File: src/rtl/pipeline_hazard_ctrl.sv
// Hazard/control unit for an in-order pipeline of STAGES stages.
// Tracks the instructions from EX onward and derives stall, flush, bubble and
// EX operand-forwarding selects, plus saturating load-use/branch-flush counters.
`timescale 1ns/1ps
module pipeline_hazard_ctrl #(
  parameter int STAGES = 5,
  parameter int AW     = 5,
  parameter int CNT_W  = 32,
  parameter int FW     = $clog2(STAGES-2)
) (
  input  logic              clk,
  input  logic              rst,
  input  logic              id_valid,
  input  logic [AW-1:0]     id_rs1,
  input  logic [AW-1:0]     id_rs2,
  input  logic              id_use_rs1,
  input  logic              id_use_rs2,
  input  logic [AW-1:0]     id_rd,
  input  logic              id_regwrite,
  input  logic              id_load,
  input  logic              ex_branch_taken,
  input  logic              stall_ext,
  output logic              stall_if,
  output logic              stall_id,
  output logic              flush_id,
  output logic              bubble_ex,
  output logic [FW-1:0]     fwd_a_sel,
  output logic [FW-1:0]     fwd_b_sel,
  output logic [STAGES-1:0] stage_valid,
  output logic [CNT_W-1:0]  stall_cnt,
  output logic [CNT_W-1:0]  flush_cnt
);

  localparam int unsigned WB      = STAGES - 1;
  localparam int unsigned LU_LAST = STAGES - 3;

  logic              run;
  logic [STAGES-1:2] t_v, t_rw, t_ld;
  logic [AW-1:0]     t_rd [2:STAGES-1];
  logic [AW-1:0]     ex_rs1, ex_rs2;
  logic              ex_use1, ex_use2;
  logic              lu, br_evt, lu_evt;

  // Load-use: a load still too young to forward feeds a source used in ID.
  always_comb begin
    lu = 1'b0;
    for (int unsigned s = 2; s <= LU_LAST; s++) begin
      if (t_v[s] && t_ld[s] && t_rd[s] != '0 &&
          ((id_use_rs1 && t_rd[s] == id_rs1) || (id_use_rs2 && t_rd[s] == id_rs2)))
        lu = 1'b1;
    end
    lu = lu & id_valid;
  end

  // Forward select: scan oldest to youngest so the youngest match is kept.
  always_comb begin
    fwd_a_sel = '0;
    fwd_b_sel = '0;
    for (int unsigned s = WB; s >= 3; s--) begin
      if (t_v[s] && t_rw[s] && t_rd[s] != '0 && (!t_ld[s] || s == WB)) begin
        if (t_v[2] && ex_use1 && t_rd[s] == ex_rs1) fwd_a_sel = FW'(s - 2);
        if (t_v[2] && ex_use2 && t_rd[s] == ex_rs2) fwd_b_sel = FW'(s - 2);
      end
    end
  end

  // Control outputs by priority: external freeze, taken branch, load-use.
  always_comb begin
    stall_if  = 1'b0;
    stall_id  = 1'b0;
    flush_id  = 1'b0;
    bubble_ex = 1'b0;
    br_evt    = !stall_ext && ex_branch_taken;
    lu_evt    = !stall_ext && !ex_branch_taken && lu;
    if (!rst) begin
      if (stall_ext) begin
        stall_if = 1'b1;
        stall_id = 1'b1;
      end else if (ex_branch_taken) begin
        flush_id  = 1'b1;
        bubble_ex = 1'b1;
      end else if (lu) begin
        stall_if  = 1'b1;
        stall_id  = 1'b1;
        bubble_ex = 1'b1;
      end
    end
  end

  assign stage_valid = {t_v, id_valid & ~rst, run};

  // Tracking registers advance unless frozen; counters saturate at all-ones.
  always_ff @(posedge clk or posedge rst) begin
    if (rst) begin
      run       <= 1'b0;
      t_v       <= '0;
      t_rw      <= '0;
      t_ld      <= '0;
      for (int unsigned s = 2; s <= WB; s++) t_rd[s] <= '0;
      ex_rs1    <= '0;
      ex_rs2    <= '0;
      ex_use1   <= 1'b0;
      ex_use2   <= 1'b0;
      stall_cnt <= '0;
      flush_cnt <= '0;
    end else begin
      run <= 1'b1;
      if (!stall_ext) begin
        for (int unsigned s = 3; s <= WB; s++) begin
          t_v[s]  <= t_v[s-1];
          t_rw[s] <= t_rw[s-1];
          t_ld[s] <= t_ld[s-1];
          t_rd[s] <= t_rd[s-1];
        end
        if (bubble_ex) begin
          t_v[2]  <= 1'b0;
          t_rw[2] <= 1'b0;
          t_ld[2] <= 1'b0;
          t_rd[2] <= '0;
          ex_rs1  <= '0;
          ex_rs2  <= '0;
          ex_use1 <= 1'b0;
          ex_use2 <= 1'b0;
        end else begin
          t_v[2]  <= id_valid;
          t_rw[2] <= id_regwrite;
          t_ld[2] <= id_load;
          t_rd[2] <= id_rd;
          ex_rs1  <= id_rs1;
          ex_rs2  <= id_rs2;
          ex_use1 <= id_use_rs1;
          ex_use2 <= id_use_rs2;
        end
      end
      if (lu_evt && stall_cnt != '1) stall_cnt <= stall_cnt + 1'b1;
      if (br_evt && flush_cnt != '1) flush_cnt <= flush_cnt + 1'b1;
    end
  end

endmodule

File: config.mk
export PLATFORM = sky130hd
export DESIGN_NAME = pipeline_hazard_ctrl
export DESIGN_NICKNAME = d
export VERILOG_FILES = /design/src/rtl/pipeline_hazard_ctrl.sv
export SDC_FILE = /design/constraint.sdc
export NUM_CORES = 1
export LEC_CHECK = 0
export ABC_AREA = 1
export CORE_ASPECT_RATIO = 1.75
export CORE_UTILIZATION = 40
export DETAILED_ROUTE_END_ITERATION = 8
export PLACE_DENSITY_LB_ADDON = 0.05
export SLEW_MARGIN = 30
export SYNTH_ARGS = -nofsm -noshare
export SYNTH_HDL_FRONTEND = slang
export SYNTH_SLANG_ARGS = --single-unit
File: constraint.sdc
create_clock -name clk -period 6.21 [get_ports clk]
set_clock_uncertainty 0.15 [all_clocks]
set_input_delay 1.242 -clock clk [delete_from_list [all_inputs] [get_ports clk]]
set_output_delay 1.242 -clock clk [all_outputs]
set_load 0.05 [all_outputs]
==> flow_results.xml, run 1 <==
<?xml version="1.0" encoding="UTF-8"?>
<metrics>
  <group name="detailed_routing">
    <metric name="drtPass1Iterations" unit="">5</metric>
    <metric name="drtAntennaViolNets" unit="">0</metric>
    <metric name="drtIter0Drc" unit="">247</metric>
    <metric name="vias" unit="">5924</metric>
    <metric name="detail_route.vias_per_cell" unit="">4.86</metric>
    <metric name="route.detailed.wl_per_inst" unit="um">14.6</metric>
    <metric name="totalWireLength" unit="um">17700</metric>
    <metric name="drt_drc_violations_left" unit="">0</metric>
  </group>
  <group name="yosys">
    <metric name="adder_and_majority_gate_portion_of_the_synthesized_area" unit="">0.00402</metric>
    <metric name="muxShareOfSynthArea" unit="">0</metric>
    <metric name="synth_top_family_by_area" unit="">simple AND/OR/NAND/NOR gates</metric>
    <metric name="synth_warnings" unit="">0</metric>
    <metric name="netlist_instances" unit="">936</metric>
    <metric name="post_synth.cell_area_avg" unit="um^2">6.64</metric>
    <metric name="synth.yosys.seq_area_share" unit="">0.402</metric>
    <metric name="synth_seq_cells" unit="">100</metric>
    <metric name="synthesis.nets" unit="">962</metric>
    <metric name="synth_compound_area_frac" unit="">0.0286</metric>
    <metric name="count_of_cell_types_in_the_netlist" unit="">28</metric>
    <metric name="yosys.area_share.xor_xnor" unit="">0.0746</metric>
    <metric name="mappedNetlistArea" unit="um^2">6220</metric>
    <metric name="synthSimpleGateAreaFrac" unit="">0.413</metric>
  </group>
  <group name="worst_setup_path">
    <metric name="cp.required" unit="ns">4.82</metric>
    <metric name="arrival" unit="ns">3.46</metric>
    <metric name="setup.worst_path.start_class" unit="">primary input</metric>
    <metric name="critPathKind" unit="">in2out</metric>
    <metric name="worstSetupEndpointType" unit="">output pin</metric>
    <metric name="crit_fanout" unit="">21</metric>
  </group>
  <group name="sta">
    <metric name="setup_viol_count_final" unit="">0</metric>
    <metric name="grt_setup_unrepaired" unit="">no</metric>
    <metric name="final_period_minus_worst_setup_slack" unit="ns">4.86</metric>
    <metric name="setup-tns-final" unit="ns">0</metric>
    <metric name="fin_crit_sh" unit="">0.782</metric>
    <metric name="timing_max_transition_violations_final" unit="">0</metric>
    <metric name="hold_viol" unit="">0</metric>
    <metric name="fmax" unit="GHz">0.206</metric>
    <metric name="worst_pin_slew" unit="ns">0.753</metric>
    <metric name="worst_slew_margin_rel" unit="">0.498</metric>
    <metric name="layout_setup_ws" unit="ns">1.35</metric>
  </group>
  <group name="hold_path">
    <metric name="timing.hold.worst.class" unit="">reg2reg</metric>
  </group>
  <group name="grt">
    <metric name="globalRoute.totalOverflow" unit="">0</metric>
    <metric name="grt_start_max_net_pins" unit="">65</metric>
    <metric name="antenna_found_initial" unit="">0</metric>
    <metric name="grt_pass1_wl" unit="um">28100</metric>
    <metric name="grt_pass1_vias" unit="">5558</metric>
    <metric name="grt_use_total" unit="">0.231</metric>
  </group>
  <group name="clock_network">
    <metric name="holdBufCountCts" unit="">0</metric>
    <metric name="clkLatencyLatePin" unit="ns">0.35</metric>
    <metric name="clkSlewWorstSetupHoldPaths" unit="ns">0.06</metric>
    <metric name="cts_inserted_buffers" unit="">9</metric>
    <metric name="cts_root_buf" unit="">sky130_fd_sc_hd__clkbuf_16</metric>
    <metric name="htreeDepth" unit="">3</metric>
    <metric name="clk_buf_depth" unit="">2</metric>
    <metric name="cts_resized" unit="">0</metric>
    <metric name="clock_sink_count" unit="">100</metric>
    <metric name="cts_tree" unit="">done</metric>
    <metric name="post-cts-setup-buffers" unit="">0</metric>
  </group>
  <group name="finish">
    <metric name="flow.area_growth_from_synthesis" unit="%">23.0</metric>
    <metric name="layout.filler_cells" unit="">1596</metric>
    <metric name="final_nets" unit="">1053</metric>
    <metric name="post_route_cells_drive_above_1_share" unit="">0.0407</metric>
    <metric name="antennaDiodeCount" unit="">0</metric>
    <metric name="final_core_utilization" unit="">0.499</metric>
  </group>
  <group name="floorplan">
    <metric name="core.rowCount" unit="">60</metric>
    <metric name="top_level_ports" unit="">101</metric>
    <metric name="die_y" unit="um">167</metric>
    <metric name="floorplan.initialDensity" unit="">0.406</metric>
    <metric name="die_area" unit="um^2">16100</metric>
    <metric name="coreArea" unit="um^2">15300</metric>
    <metric name="die_x" unit="um">96.3</metric>
  </group>
  <group name="pwr">
    <metric name="fin_total_pwr" unit="W">0.00176</metric>
    <metric name="cellLeakagePower" unit="nW">3.70</metric>
    <metric name="ir_drop" unit="mV">0.136</metric>
    <metric name="power.density" unit="nW/um^2">230</metric>
  </group>
  <group name="placement">
    <metric name="routabilityCongestion" unit="">0.959</metric>
    <metric name="port-buffer-count" unit="">100</metric>
    <metric name="hpwl" unit="um">13500</metric>
    <metric name="pre_cts_ws" unit="ns">1.37</metric>
  </group>
  <group name="status">
    <metric name="outcome" unit="">finished, final reports clean</metric>
  </group>
  <group name="job">
    <metric name="drv_cap" unit="">0</metric>
  </group>
</metrics>
where the power goes:
group / internal, W / switching (W)
clock network: 0.000334 / 0.000247
registers: 0.000705 / 0.0000704
logic: 0.000134 / 0.000267
total: 0.00117 / 0.000584
cell families after synthesis:
family | count (synthesis)
and+or+nand+nor | 632
adders and majority gates | 2
AOI/OAI and AO/OA | 35
buffers and inverters | 113
DFF | 100
other | 1
xor gates and xnor gates | 53
final timing paths:
path,slack (ns),cells after the start,start,end
max in group asynchronous,3.51,3,rst,flush_cnt[9]$_DFFE_PP0P_
hold / removal,0.33,2,ex_use1$_DFFE_PP0N_,ex_use1$_DFFE_PP0N_
setup / recovery,1.35,13,id_rs2[4],bubble_ex
setup reg to reg,3.54,10,flush_cnt[0]$_DFFE_PP0P_,flush_cnt[23]$_DFFE_PP0P_
hold reg to reg,0.33,2,ex_use1$_DFFE_PP0N_,ex_use1$_DFFE_PP0N_
min in group asynchronous,1.33,2,rst,stall_cnt[26]$_DFFE_PP0P_
through the flow:
step / std cells / hold WS, ns / area [um^2]
floorplan: 936 / 0.299 / 6220
global placement: 1202 / 0.314 / 7330
detailed placement: 1202 / 0.319 / 7330
CTS: 1218 / 0.339 / 7640
global route: 1218 / 0.348 / 7650
finish: 1218 / 0.335 / 7650
worst max-delay path, stage by stage:
cell and delay [ns]:
sky130_fd_sc_hd__clkdlybuf4s50_1 0.48, sky130_fd_sc_hd__inv_1 0.06, sky130_fd_sc_hd__nand2_1 0.05, sky130_fd_sc_hd__nand2_1 0.05, sky130_fd_sc_hd__nor2_1 0.11, sky130_fd_sc_hd__nand3_1 0.12
sky130_fd_sc_hd__nand2_2 0.14, sky130_fd_sc_hd__nand2_1 0.06, sky130_fd_sc_hd__nand2_1 0.05, sky130_fd_sc_hd__nand2_1 0.04, sky130_fd_sc_hd__buf_4 0.20, sky130_fd_sc_hd__inv_1 0.07
sky130_fd_sc_hd__clkdlybuf4s50_1 0.79
flip-flops by register name, summed over array words and instances (netlist names), 2 cells and up:
register / flops
ex_rs2: 5
t_rd: 15
t_v: 3
stall_cnt: 32
t_ld: 2
ex_rs1: 5
t_rw: 3
flush_cnt: 32
area by class of cell:
| cell class | instances | area, um^2 | share of cell area |
|---|---|---|---|
| flip-flops and latches | 100 | 2500 | 0.327 |
| repair buffers | 104 | 1030 | 0.134 |
| clock buffers | 12 | 256 | 0.0335 |
| well taps | 186 | 233 | 0.0304 |
| inverters | 89 | 337 | 0.0440 |
| multi-input cells | 723 | 3250 | 0.424 |
| clock inverters | 4 | 47.5 | 0.00622 |
layout by cell type, fill, tap and decap left out, types with 2 or more instances in the layout:
cell	Yosys	layout
sky130_fd_sc_hd__nor3_2	2	2
sky130_fd_sc_hd__nor2_2	3	3
sky130_fd_sc_hd__xor2_1	38	38
sky130_fd_sc_hd__clkbuf_16	0	9
sky130_fd_sc_hd__nand3_1	30	30
sky130_fd_sc_hd__o21ai_1	12	12
sky130_fd_sc_hd__nor3_1	22	22
sky130_fd_sc_hd__o21ai_0	20	20
sky130_fd_sc_hd__nand2_1	428	428
sky130_fd_sc_hd__nand2_2	5	5
sky130_fd_sc_hd__nand4_1	15	15
sky130_fd_sc_hd__clkbuf_8	0	2
sky130_fd_sc_hd__inv_2	7	7
sky130_fd_sc_hd__inv_1	82	81
sky130_fd_sc_hd__dfrtp_1	100	100
sky130_fd_sc_hd__clkinv_2	0	2
sky130_fd_sc_hd__nor2_1	115	115
sky130_fd_sc_hd__xnor2_1	15	15
sky130_fd_sc_hd__nor2_4	2	2
sky130_fd_sc_hd__a21oi_1	2	2
sky130_fd_sc_hd__clkdlybuf4s50_1	0	99
sky130_fd_sc_hd__buf_4	9	4
sky130_fd_sc_hd__nand3b_1	7	7
sky130_fd_sc_hd__ha_1	2	2
metal layers:
metal / share of wire / GRT usage
met5: 0 / 0
met4: 0.034 / 0.0941
met1: 0.39 / 0.261
met3: 0.024 / 0.0283
met2: 0.55 / 0.422
cell usage after synthesis:
master	number	area (um^2)
sky130_fd_sc_hd__a21oi_1	2	10.0
sky130_fd_sc_hd__buf_2	6	30.0
sky130_fd_sc_hd__buf_4	9	67.6
sky130_fd_sc_hd__buf_6	2	22.5
sky130_fd_sc_hd__clkbuf_1	7	26.3
sky130_fd_sc_hd__conb_1	1	3.75
sky130_fd_sc_hd__dfrtp_1	100	2500
sky130_fd_sc_hd__ha_1	2	25.0
sky130_fd_sc_hd__inv_1	82	308
sky130_fd_sc_hd__inv_2	7	26.3
sky130_fd_sc_hd__nand2_1	428	1610
sky130_fd_sc_hd__nand2_2	5	31.3
sky130_fd_sc_hd__nand3_1	30	150
sky130_fd_sc_hd__nand3_2	1	10.0
sky130_fd_sc_hd__nand3b_1	7	52.6
sky130_fd_sc_hd__nand4_1	15	93.8
sky130_fd_sc_hd__nand4_2	1	12.5
sky130_fd_sc_hd__nor2_1	115	432
sky130_fd_sc_hd__nor2_2	3	18.8
sky130_fd_sc_hd__nor2_4	2	22.5
sky130_fd_sc_hd__nor3_1	22	110
sky130_fd_sc_hd__nor3_2	2	20.0
sky130_fd_sc_hd__nor4_1	1	6.26
sky130_fd_sc_hd__o21ai_0	20	100
sky130_fd_sc_hd__o21ai_1	12	60.1
sky130_fd_sc_hd__o31ai_1	1	7.51
sky130_fd_sc_hd__xnor2_1	15	131
sky130_fd_sc_hd__xor2_1	38	333
(Power assumes the default switching activity.)
==> run 2, diff against run 1 <==
Clock period 6.21 ns to 4.8 ns, I/O delays scaled along.
==> flow_results.xml, run 2 (same netlist as run 1, synthesis figures left out) <==
<?xml version="1.0" encoding="UTF-8"?>
<metrics>
  <group name="floorplan">
    <metric name="coreArea" unit="um^2">15300</metric>
    <metric name="die_area" unit="um^2">16100</metric>
    <metric name="floorplan.initialDensity" unit="">0.406</metric>
    <metric name="die_y" unit="um">167</metric>
    <metric name="top_level_ports" unit="">101</metric>
    <metric name="core.rowCount" unit="">60</metric>
    <metric name="die_x" unit="um">96.3</metric>
  </group>
  <group name="grt">
    <metric name="grt_pass1_vias" unit="">5584</metric>
    <metric name="grt_pass1_wl" unit="um">28400</metric>
    <metric name="globalRoute.totalOverflow" unit="">0</metric>
    <metric name="antenna_found_initial" unit="">1</metric>
    <metric name="grt_start_max_net_pins" unit="">65</metric>
    <metric name="grt_use_total" unit="">0.231</metric>
  </group>
  <group name="clock_network">
    <metric name="cts_resized" unit="">0</metric>
    <metric name="post-cts-setup-buffers" unit="">0</metric>
    <metric name="clkLatencyLatePin" unit="ns">0.35</metric>
    <metric name="clk_buf_depth" unit="">2</metric>
    <metric name="holdBufCountCts" unit="">0</metric>
    <metric name="cts_tree" unit="">done</metric>
    <metric name="clkSlewWorstSetupHoldPaths" unit="ns">0.07</metric>
    <metric name="clock_sink_count" unit="">100</metric>
    <metric name="cts_root_buf" unit="">sky130_fd_sc_hd__clkbuf_16</metric>
    <metric name="htreeDepth" unit="">3</metric>
    <metric name="cts_inserted_buffers" unit="">9</metric>
  </group>
  <group name="worst_setup_path">
    <metric name="arrival" unit="ns">3.02</metric>
    <metric name="critical_path.slowest_cell" unit="">sky130_fd_sc_hd__clkdlybuf4s50_1</metric>
    <metric name="critical_path.reg2reg.endpoint" unit="">flush_cnt[22]$_DFFE_PP0P_</metric>
    <metric name="critical_path.cell_chain" unit="">clkdlybuf4s50_1 -&gt; inv_1 -&gt; nand2_1 -&gt; nand2_1 -&gt; nor2_1 -&gt; nand3_1 -&gt; nand2_2 -&gt; nand3_1 -&gt; a21oi_1 -&gt; clkdlybuf4s50_1</metric>
    <metric name="startpoint_of_the_lowest_slack_register_to_register_path" unit="">flush_cnt[0]$_DFFE_PP0P_</metric>
    <metric name="worst-r2r-setup-slack" unit="ns">2.10</metric>
    <metric name="worstSetupEndpointType" unit="">output pin</metric>
    <metric name="critPathBufInv" unit="">3</metric>
    <metric name="cp_slowest_stage_delay" unit="ns">0.84</metric>
    <metric name="crit_fanout" unit="">4</metric>
    <metric name="cp.required" unit="ns">3.69</metric>
    <metric name="worst_path_dominant_cell_family" unit="">buffers and inverters</metric>
    <metric name="setup.worst_path.start_class" unit="">primary input</metric>
    <metric name="critPathKind" unit="">in2out</metric>
    <metric name="rr_worst_depth" unit="">10</metric>
  </group>
  <group name="sta">
    <metric name="worst_slew_margin_rel" unit="">0.451</metric>
    <metric name="worst_pin_slew" unit="ns">0.823</metric>
    <metric name="fin_crit_sh" unit="">0.860</metric>
    <metric name="layout_setup_ws" unit="ns">0.672</metric>
    <metric name="fmax" unit="GHz">0.242</metric>
    <metric name="grt_setup_unrepaired" unit="">no</metric>
    <metric name="setup-tns-final" unit="ns">0</metric>
    <metric name="timing_max_transition_violations_final" unit="">0</metric>
    <metric name="final_period_minus_worst_setup_slack" unit="ns">4.13</metric>
    <metric name="setup_viol_count_final" unit="">0</metric>
    <metric name="hold_viol" unit="">0</metric>
  </group>
  <group name="detailed_routing">
    <metric name="drt_drc_violations_left" unit="">0</metric>
    <metric name="totalWireLength" unit="um">17500</metric>
    <metric name="drtIter0Drc" unit="">247</metric>
    <metric name="drtPass1Iterations" unit="">5</metric>
    <metric name="vias" unit="">5888</metric>
    <metric name="drtAntennaViolNets" unit="">0</metric>
    <metric name="detail_route.vias_per_cell" unit="">4.83</metric>
    <metric name="route.detailed.wl_per_inst" unit="um">14.4</metric>
  </group>
  <group name="hold_path">
    <metric name="timing.hold.worst.class" unit="">reg2reg</metric>
    <metric name="hold_start" unit="">t_rw[2]$_DFFE_PP0N_</metric>
    <metric name="min_delay_path_depth" unit="">2</metric>
    <metric name="holdPathEnd" unit="">t_rw[2]$_DFFE_PP0N_</metric>
  </group>
  <group name="placement">
    <metric name="hpwl" unit="um">13300</metric>
    <metric name="port-buffer-count" unit="">100</metric>
    <metric name="pre_cts_ws" unit="ns">0.670</metric>
    <metric name="routabilityCongestion" unit="">0.937</metric>
  </group>
  <group name="finish">
    <metric name="final_nets" unit="">1053</metric>
    <metric name="layout.filler_cells" unit="">1655</metric>
    <metric name="layout_common_cells" unit="">sky130_fd_sc_hd__nand2_1, sky130_fd_sc_hd__nor2_1, sky130_fd_sc_hd__dfrtp_1</metric>
    <metric name="reg_top3" unit="">flush_cnt x32, stall_cnt x32, t_rd x15</metric>
    <metric name="post_route_cells_drive_above_1_share" unit="">0.0426</metric>
    <metric name="commonest_non_fill_non_tap_cell_in_the_layout" unit="">sky130_fd_sc_hd__nand2_1</metric>
    <metric name="flow.area_growth_from_synthesis" unit="%">22.9</metric>
  </group>
  <group name="pwr">
    <metric name="ir_drop" unit="mV">0.164</metric>
    <metric name="cellLeakagePower" unit="nW">3.70</metric>
    <metric name="power.density" unit="nW/um^2">291</metric>
  </group>
  <group name="job">
    <metric name="drv_cap" unit="">0</metric>
  </group>
  <group name="status">
    <metric name="outcome" unit="">finished, final reports clean</metric>
  </group>
</metrics>
==> run 2: changes by cell type in the layout (fill, tap and decap cells not counted) <==
cell / delta
sky130_fd_sc_hd__buf_12: +1
sky130_fd_sc_hd__bufinv_16: -1
sky130_fd_sc_hd__clkbuf_1: -1
sky130_fd_sc_hd__clkbuf_8: -1
sky130_fd_sc_hd__clkdlybuf4s50_1: -1
sky130_fd_sc_hd__clkinv_2: -1
sky130_fd_sc_hd__clkinv_4: +2
sky130_fd_sc_hd__diode_2: +1
sky130_fd_sc_hd__inv_6: +2
==> run 2: worst max path at each step <==
| stage | start | end | cells after the start | slack (ns) |
|---|---|---|---|---|
| after floorplan | rst | ex_rs1[0]$_DFFE_PP0N_ | 1 | 1.07 |
| after global placement | id_rs1[1] | stall_id | 10 | 0.69 |
| after detailed placement | id_rs1[1] | stall_id | 10 | 0.67 |
| after CTS | id_rs1[1] | stall_id | 10 | 0.67 |
| after global routing | id_rs1[1] | stall_id | 10 | 0.46 |
| final | id_rs2[1] | stall_id | 10 | 0.67 |
==> run 2: cell type report <==
class / count / area [um^2] / share of cell area
inverter: 89 / 337 / 0.0440
multi-input combinational: 723 / 3250 / 0.425
sequential: 100 / 2500 / 0.327
tap: 186 / 233 / 0.0305
clock inverter: 6 / 47.5 / 0.00622
timing repair buffer: 104 / 1040 / 0.136
antenna: 1 / 2.50 / 0.000327
clock buffer: 10 / 239 / 0.0313
==> run 2: worst reg2reg max path: stages (launching register included) <==
cell and delay (ns):
sky130_fd_sc_hd__dfrtp_1 0.45, sky130_fd_sc_hd__ha_1 0.31, sky130_fd_sc_hd__inv_2 0.09, sky130_fd_sc_hd__nor2_4 0.20, sky130_fd_sc_hd__nand2_2 0.13, sky130_fd_sc_hd__nor2_2 0.15
sky130_fd_sc_hd__nand2_1 0.08, sky130_fd_sc_hd__nand2_2 0.33, sky130_fd_sc_hd__inv_2 0.39, sky130_fd_sc_hd__nand2_1 0.18, sky130_fd_sc_hd__o21ai_1 0.08
==> run 2: metal layers <==
layer	wire [um]	vias up	global-route usage
met2	9500	116	0.415
li1	-	3047	-
met4	493	0	0.0915
met1	7020	2698	0.267
met5	0	-	0
met3	506	27	0.0324
==> run 2: report_power, final <==
| group | leakage, nW | total (W) | internal, W | switching (W) |
|---|---|---|---|---|
| clock network | 0.139 | 0.000705 | 0.000371 | 0.000334 |
| registers | 1.32 | 0.00100 | 0.000912 | 0.0000888 |
| logic | 2.24 | 0.000520 | 0.000175 | 0.000345 |
==> run 2: stage by stage <==
step	instances	utilization	total power (W)	hold slack, ns	instance area, um^2
floorplan	936	-	0.00136	0.299	6220
global placement	1202	0.480	0.00154	0.315	7340
detailed placement	1202	0.480	0.00154	0.317	7340
CTS	1218	0.498	0.00226	0.336	7630
global route	1219	0.499	0.00235	0.355	7640
finish	1219	0.499	0.00223	0.333	7640
==> edit: new RTL, flow settings as in run 1 <==
Set the parameter `STAGES` to 6 (it was 5).
--- a/src/rtl/pipeline_hazard_ctrl.sv
+++ b/src/rtl/pipeline_hazard_ctrl.sv
@@ -4,5 +4,5 @@
 `timescale 1ns/1ps
 module pipeline_hazard_ctrl #(
-  parameter int STAGES = 5,
+  parameter int STAGES = 6,
   parameter int AW     = 5,
   parameter int CNT_W  = 32,
Ports: changed (resized stage_valid); port bits go from 101 to 102. The function was not compared with the original's and may differ.
==> edit against run 1 <==
Setup slack worse by 0.25 ns. Final area is 8.0% higher. Count of clock-buffer cells in the layout fell by 2. Worst hold slack improved by 0.0026 ns. Synthesized area up 10%. Total power rose by 6.3%. Non-clock buffer count grew 2. Sequential cell count up 8. Wire length increased by 13%. Global-route usage up 0.60 points. Combinational power up 9.2%. Highest routed layer unchanged.
==> edit: results (changes against run 1) <==
status=finished, final reports clean; M1 WL=8186 µm (+17%); Tcrit/Tclk final=82.28% (+4.1 points); Filler cells=1803 (+13%); Final HPWL DP=15120 µm (+12%); WHS=0.3372 ns (+0.002551 ns); worst vdd ir=0.1446 mV (+6.7%); routability cong.=0.9032 (-5.8%); Post-Synthesis Cells=977 (+4.4%); CP arrival=3.72 ns (+0.26 ns); Leak=0.004006 µW (+8.2%); worst slack, placed=1.114 ns (-0.2524 ns); Synth Area in Compound Gates=4.372% (+1.5 points); worst r2r src=t_rd[12]$_DFFE_PP0N_; Largest regs=flush_cnt x32, stall_cnt x32, t_rd x20; Post-Synth Adder-Cell Area=0.3643% (-0.038 points); met1 Resource Use GR=27.71% (+1.6 points); Detail Route met2 WL=10260 µm (+5.6%); fin nets=1088 (+3.3%); Register-to-Register Setup Slack=3.79 ns (+0.25 ns); Vias/cell=4.849 (-0.30%); Worst R2R End=stall_cnt[28]$_DFFE_PP0P_; Finished Layout Cells=1294 (+6.2%); global-route wire length before repair=32090 µm (+14%); critical path startpoint=id_rs1[3]; Core Util, Final=48.98% (-0.96 points); Synth area leaders=dfrtp_1 39%, nand2_1 22%, xor2_1 6.6%; Placed Area=0.007964 mm² (+8.6%); total global-route track usage=23.67% (+0.60 points); hold endpoint=t_rw[3]$_DFFE_PP0N_; Met3 Wirelength=634 µm (+50%); synth cell count leaders=395 x nand2_1, 108 x dfrtp_1, 103 x nor2_1; Yosys cell types=35 (+25%); layout cells sized above 1=4.873% (+0.80 points); global-route met3 utilization=2.348% (-0.48 points); CP max stage delay=0.81 ns (+0.02 ns); M2 GR Usage=41.70% (-0.46 points); Initial DRC Count=279 (+13%)
==> edit: power by group <==
| group | switching [µW] | internal [µW] | leakage (µW) |
|---|---|---|---|
| Combinational | 288 | 150 | 0.00243 |
| Sequential | 89.2 | 761 | 0.00144 |
| Clock | 288 | 292 | 0.000142 |
| Total | 665 | 1200 | 0.00401 |
==> edit: cell families after synthesis <==
group,count (synthesis)
AOI/OAI and AO/OA,53
xor gates and xnor gates,76
adders and majority gates,2
buffers and inverters,129
DFF,108
other,1
and+or+nand+nor,608
==> edit: layout make-up <==
class	count	area (µm²)	area share [%]
Multi-Input combinational cell	740	3567	43.18
Clock buffer	10	239.0	2.893
Inverter	97	366.6	4.437
Clock inverter	6	58.81	0.7118
Timing Repair Buffer	106	1044	12.63
Tap cell	227	284.0	3.438
Sequential cell	108	2703	32.71
==> edit: tightest hold or removal path: stages (launching register included) <==
cell and delay (ns):
dfrtp_1 0.35, nand2_1 0.05, o21ai_0 0.06
